--- src/rtl/seq_mult_pkg.sv ---
// Shared ALU definitions for the sequential multiplier: FSM states and counter sizing.
package seq_mult_pkg;

  typedef enum logic [1:0] {
    IDLE = 2'd0,
    BUSY = 2'd1,
    DONE = 2'd2
  } state_t;

  // Counter must hold 0..w inclusive (w add/shift steps plus the final negate step).
  function automatic int unsigned cnt_width(input int unsigned w);
    return $clog2(w + 1);
  endfunction

endpackage

--- src/rtl/seq_mult_abs.sv ---
// Conditional two's-complement magnitude: returns |x| when en and x is negative, else x raw.
module twos_abs #(
  parameter int unsigned W = 8
) (
  input  logic [W-1:0] x,
  input  logic         en,
  output logic [W-1:0] mag
);

  // The most-negative value maps onto itself, which reads correctly as unsigned 2^(W-1).
  assign mag = (en && x[W-1]) ? (~x + W'(1)) : x;

endmodule

--- src/rtl/seq_mult.sv ---
// Sequential shift-and-add multiplier, unsigned or signed per operation, valid/ready on both sides.
module seq_mult
  import seq_mult_pkg::*;
#(
  parameter int unsigned WIDTH = 8
) (
  input  logic               clk,
  input  logic               rst,
  input  logic               in_valid,
  output logic               in_ready,
  input  logic [WIDTH-1:0]   a,
  input  logic [WIDTH-1:0]   b,
  input  logic               signed_mode,
  output logic               out_valid,
  input  logic               out_ready,
  output logic [2*WIDTH-1:0] product
);

  localparam int unsigned CW = cnt_width(WIDTH);
  localparam int unsigned PW = 2 * WIDTH;

  state_t           state;
  logic [CW-1:0]    cnt;
  logic [WIDTH-1:0] mcand;
  logic [PW:0]      sr;
  logic             neg;

  logic [WIDTH-1:0] a_mag;
  logic [WIDTH-1:0] b_mag;
  logic [WIDTH:0]   addend_c;
  logic [WIDTH:0]   sum_c;

  twos_abs #(.W(WIDTH)) u_abs_a (.x(a), .en(signed_mode), .mag(a_mag));
  twos_abs #(.W(WIDTH)) u_abs_b (.x(b), .en(signed_mode), .mag(b_mag));

  // Single adder: multiplicand into the upper WIDTH+1 bits when the multiplier LSB is set.
  always_comb begin
    addend_c = '0;
    if (sr[0]) addend_c = {1'b0, mcand};
    sum_c = sr[PW:WIDTH] + addend_c;
  end

  always_ff @(posedge clk or posedge rst) begin
    if (rst) begin
      state     <= IDLE;
      cnt       <= '0;
      mcand     <= '0;
      sr        <= '0;
      neg       <= 1'b0;
      in_ready  <= 1'b0;
      out_valid <= 1'b0;
      product   <= '0;
    end else begin
      case (state)
        IDLE: begin
          in_ready <= 1'b1;
          if (in_valid && in_ready) begin
            in_ready <= 1'b0;
            mcand    <= a_mag;
            sr       <= {{(WIDTH + 1){1'b0}}, b_mag};
            neg      <= signed_mode & (a[WIDTH-1] ^ b[WIDTH-1]);
            cnt      <= '0;
            state    <= BUSY;
          end
        end
        BUSY: begin
          // Steps 0..WIDTH-1 add/shift; the extra step applies the sign and publishes.
          if (cnt == CW'(WIDTH)) begin
            product   <= neg ? (~sr[PW-1:0] + PW'(1)) : sr[PW-1:0];
            out_valid <= 1'b1;
            state     <= DONE;
          end else begin
            sr  <= {1'b0, sum_c, sr[WIDTH-1:1]};
            cnt <= cnt + CW'(1);
          end
        end
        DONE: begin
          if (out_ready) begin
            out_valid <= 1'b0;
            in_ready  <= 1'b1;
            state     <= IDLE;
          end
        end
        default: begin
          state    <= IDLE;
          in_ready <= 1'b0;
        end
      endcase
    end
  end

endmodule

--- config.mk ---
export PLATFORM = sky130hd
export DESIGN_NAME = seq_mult
export DESIGN_NICKNAME = d
export VERILOG_FILES = /design/src/rtl/seq_mult_pkg.sv /design/src/rtl/seq_mult_abs.sv /design/src/rtl/seq_mult.sv
export SDC_FILE = /design/constraint.sdc
export NUM_CORES = 1
export LEC_CHECK = 0
export BUFFER_PORTS_ARGS = -buffer_cell sky130_fd_sc_hd__buf_2
export CORE_MARGIN = 4
export CORE_UTILIZATION = 53
export DETAILED_ROUTE_END_ITERATION = 7
export PLACE_DENSITY = 0.78
export REMOVE_ABC_BUFFERS = 1
export SLEW_MARGIN = 0
export SYNTH_ARGS = -nofsm -noshare
export SYNTH_HDL_FRONTEND = slang
export SYNTH_SLANG_ARGS = --single-unit
--- constraint.sdc ---
create_clock -name clk -period 2.4 [get_ports clk]
set_input_delay 0.48 -clock clk [delete_from_list [all_inputs] [get_ports clk]]
set_output_delay 0.48 -clock clk [all_outputs]
set_load 0.02 [all_outputs]
# Word level (Yosys, flattened, before mapping)
# Cells that the tools add are included.
# word_totals
romBits,0
out_inout_bits,18
register_bits,50
mem_bits_rw,0
mem_count,0
latch_bits,0
input_bits,21
# op_classes
n_eq_ne,7
n_reduce_logical,12
mux,20
addsub,5
bitwise_logic,6
n_lt_le_gt_ge,0
n_mul,0
div_mod_pow,0
shifts,0
# op_table
op,count
$mux 17,2
$pmux 17 s2,1
$mux 8,3
$add 16x1->16 const B,1
$add 8x1->8 const B,2
$mux 16,1
$not 16->16,1
$not 8->8,2
$add 9x9->9,1
$reduce_and 3->1,3
$mux 4,2
$ne 2x2->1 const B,4
$pmux 4 s2,1
$mux 2,3
$pmux 2 s3,1
$reduce_and 2->1,3
$add 4x1->4 const B,1
$eq 4x4->1 const B,1
$mux 1,4
$reduce_bool 2->1,2
$logic_and 1x1->1,3
$pmux 1 s3,1
$eq 2x1->1 const B,1
$eq 2x2->1 const B,1
5 further kinds,5

# Depth between registers and ports, before layout
# logic_depth
word_depth,5
depth_mapped,8
depth_no_buf,8

# By module
# A second synthesis with hierarchy kept.
# unflattened
hier_cells,338
hier_area_um2,3075.4
# modules_own_cells
mod,cells_per_inst,n_inst,area_each_um2,seq_area_each_um2
seq_mult,292,1,2767.7,1226.2
twos_abs,23,2,153.9,0.0

# Worst setup path before layout
# No wires, ideal clock.
# synth_timing
kind,register -> register
from,register sr[0]
to,register sr[13]
slack_ns,0.268
arrival_ns,2.011
setup_time_ns,0.121
stages_incl_launch_ff,9
path_cell_list,dfrtp_1 > and2_2 > ha_1 > fa_1 > a211oi_1 > o21bai_1 > a21oi_1 > xnor2_1 > a22o_1
# synth_between
elab_chain_cells,4
# synth_lines
element,line,rtl
from (decl),seq_mult.sv:25,logic [PW:0] sr;
from (signal assigned),seq_mult.sv:60,"sr <= {{(WIDTH + 1){1'b0}}, b_mag};"
from (signal assigned),seq_mult.sv:73,"sr <= {1'b0, sum_c, sr[WIDTH-1:1]};"
$mux 8,seq_mult.sv:39,"if (sr[0]) addend_c = {1'b0, mcand};"
$add 9x9->9,seq_mult.sv:40,sum_c = sr[PW:WIDTH] + addend_c;
$mux 17,seq_mult.sv:68,if (cnt == CW'(WIDTH)) begin
$pmux 17 s2,seq_mult.sv:54,case (state)
# No other way between the ends. The select of a mux whose other input is x is not followed.
# A chain may end at the register's enable or synchronous reset.

# Final worst setup path
# layout_timing
from,register mcand[0]
to,register sr[13]
# layout_between
elab_chain_cells,4
# layout_lines
element,line,rtl
from (decl),seq_mult.sv:24,logic [WIDTH-1:0] mcand;
from (signal assigned),seq_mult.sv:59,mcand <= a_mag;
$mux 8,seq_mult.sv:39,
$add 9x9->9,seq_mult.sv:40,
$mux 17,seq_mult.sv:68,
$pmux 17 s2,seq_mult.sv:54,
# No other way between the ends. The select of a mux whose other input is x is not followed.

==> results.yml <==
outcome:
  outcome: "complete, no violations"
drt:
  vias: 2318
  first_pass_iters: 4
  routedWlPerCell_um: 12.76
  ant_nets: 0
  viasPerCell: 5.304
  routed_wirelength_um: 5578
  drcViolationCount: 0
  drt-initial-drc-count: 127
grt:
  grt_max_degree: 33
  track_usage_pct: 18.81
  overflow: 0
  grt_pass1_wl_um: 9708
  grt_pass1_vias: 2172
  antenna_found_initial: 0
timing:
  fmax_ghz: 0.4489
  slew_viol_final: 0
  fin_crit_ns: 2.228
  finalCritPeriodShare_pct: 92.81
  setup_viol: 0
  finalHoldViolations: 0
  skew_ns: 0.002771
  setup_ws_ns: 0.1725
  tightest_slew_ns: 0.6410
  whs_ns: 0.1777
  rsz0062_at_grt: "false"
  maxSlewHeadroom_pct: 57.11
floorplan:
  die_x_um: 82.07
  die_height_um: 82.07
  die_area_um2: 6735
  core-area_um2: 5205
  rows: 26
  initial_utilization_pct: 55.87
  pin_count: 39
critical_path:
  r2r_start: "mcand[0]$_DFFE_PP0P_"
  crit_path_max_fanout: 3
  crit_required_ns: 2.60
  cp-startpoint: "mcand[0]$_DFFE_PP0P_"
  start_kind: "flop"
  end_kind: "flop"
  cp.arrival_ns: 2.42
  worst-setup-path-type: "reg2reg"
cells_and_area:
  final.fill_count: 478
  fin_nets: 401
  final_cell_mix: "dfrtp_1 (49), nand2_1 (47), o21ai_0 (39), buf_2 (38), nor2_1 (24)"
  final_cell_count_no_fill: 437
  diodes: 0
  area_delta_synth_final_pct: 12.78
  drive_gt1_share_pct: 19.35
  mostFrequentLayoutCell: "dfrtp_1"
clocking:
  cts_resized: 0
  cts_num_sinks: 49
  ctsHoldBuffers: 0
  clockBufferDepth: 2
  clkTransAtPathRegs_ns: 0.09
  cts_setup_buffers: 0
  ctsHtreeMaxLevel: 2
  cts-buffers-inserted: 5
  root_buffer: "clkbuf_8"
  clk_latency_ns: 0.30
  tritoncts: "done"
job:
  cap_violations: 0
pwr:
  powerDensity_nw_per_um2: 1244
  max-vdd-ir-drop_v: 0.0006885
  p_leak_nw: 1.534
  p_total_mw: 4.080
yosys:
  synth_cell_types: 51
  synthesis.area_um2: 2908
  ys_seq_elements: 49
  synth_flop_cell: "dfrtp_1"
  seq_area_frac_synth_pct: 42.17
  yosys_warnings: 0
  synthCells: 322
  syn_area_per_cell_um2: 9.030
  synth-edff-count: 0
  synthArstFlopShare_pct: 100.0
placement:
  dp_cells: 429
  place_ws_ns: 0.1744
  port-buffer-count: 38
  dpl.hpwl_um: 4404
  globalplace.congestion: 0.8419
worst_hold_path:
  min_path_type: "in2async"
-- where the power goes --
part	switching, mW	internal, mW
sequential	0.341	1.20
clock	0.270	0.205
combinational	1.17	0.900
-- registers in the layout (all words and copies together), names as in the netlist --
register	count
sr	16
out_valid	1
neg	1
in_ready	1
state	2
mcand	8
product	16
cnt	4
-- final cells by class --
| class | instances | area (um^2) | share of cell area (%) |
|---|---|---|---|
| clock buffers | 6 | 72.57 | 2.213 |
| clock inverters | 2 | 15.01 | 0.4578 |
| inverters | 17 | 63.81 | 1.946 |
| multi-input cells | 246 | 1556 | 47.46 |
| flip-flops and latches | 49 | 1226 | 37.39 |
| well taps | 70 | 87.58 | 2.671 |
| repair buffers | 47 | 257.7 | 7.860 |
-- worst paths after layout --
| path | endpoint | slack, ns | depth (start not counted) |
|---|---|---|---|
| max in group asynchronous | product[0]$_DFFE_PP0P_ | 1.66 | 3 |
| setup / recovery | sr[13]$_DFFE_PP0P_ | 0.17 | 8 |
| setup reg to reg | sr[13]$_DFFE_PP0P_ | 0.17 | 8 |
| hold / removal | sr[8]$_DFFE_PP0P_ | 0.18 | 2 |
| min in group clk | mcand[7]$_DFFE_PP0P_ | 0.47 | 3 |
| hold reg to reg | product[4]$_DFFE_PP0P_ | 0.48 | 2 |
-- worst max-delay path, stage by stage, from the launching register on --
cell and delay (ns):
dfrtp_1 0.39, and2_2 0.19, ha_1 0.21, fa_1 0.43
a211oi_1 0.28, o21bai_1 0.12, a21oi_1 0.23, xnor2_1 0.09
a22o_1 0.19
-- stage by stage --
| step | TNS (ns) | util, % | instance area (um^2) |
|---|---|---|---|
| final | 0 | 63.00 | 3279 |
| after global routing | 0 | 63.00 | 3279 |
| after CTS | 0 | 63.00 | 3279 |
| after detailed placement | 0 | 61.32 | 3192 |
| after global placement | 0 | 61.32 | 3192 |
| after floorplan | -0.1582 | - | 2846 |
-- cells by family (layout without fill, tap and decap cells) --
logic type / Yosys count / in the layout / synth area share [%]
flip-flops: 49 / 49 / 42.17
AO/OA/AOI/OAI: 91 / 91 / 18.93
buffers and inverters: 27 / 72 / 4.303
multiplexers: 4 / 4 / 1.420
AND/OR/NAND/NOR: 107 / 107 / 17.86
adder cells (fa/ha/maj): 14 / 14 / 6.282
XOR/XNOR: 30 / 30 / 9.036
-- Yosys cell counts, drive strengths merged, types with 3 or more instances --
library cell	n	area [um^2]
nand3	6	30.03
xor2	18	157.7
and2	7	52.55
ha	13	162.7
inv	17	63.81
or3	3	23.77
o21ai	44	224.0
a22o	3	26.28
nand2	47	176.4
nor2	24	90.09
nand2b	3	18.77
o31ai	6	50.05
xnor2	12	105.1
buf	3	23.77
clkbuf	7	37.53
mux2i	3	30.03
a21oi	20	100.1
a211oi	4	30.03
dfrtp	49	1226
nor3	6	30.03
-- routing by layer --
metal,global-route usage (%),vias to the layer above,part of all wire (%)
met3,3.289,7,4.4
met2,30.69,46,47
met5,0,-,0
met1,24.58,1067,47
li1,-,1198,-
met4,7.807,0,1.5
No activity file was read; power rests on OpenSTA's default activity.
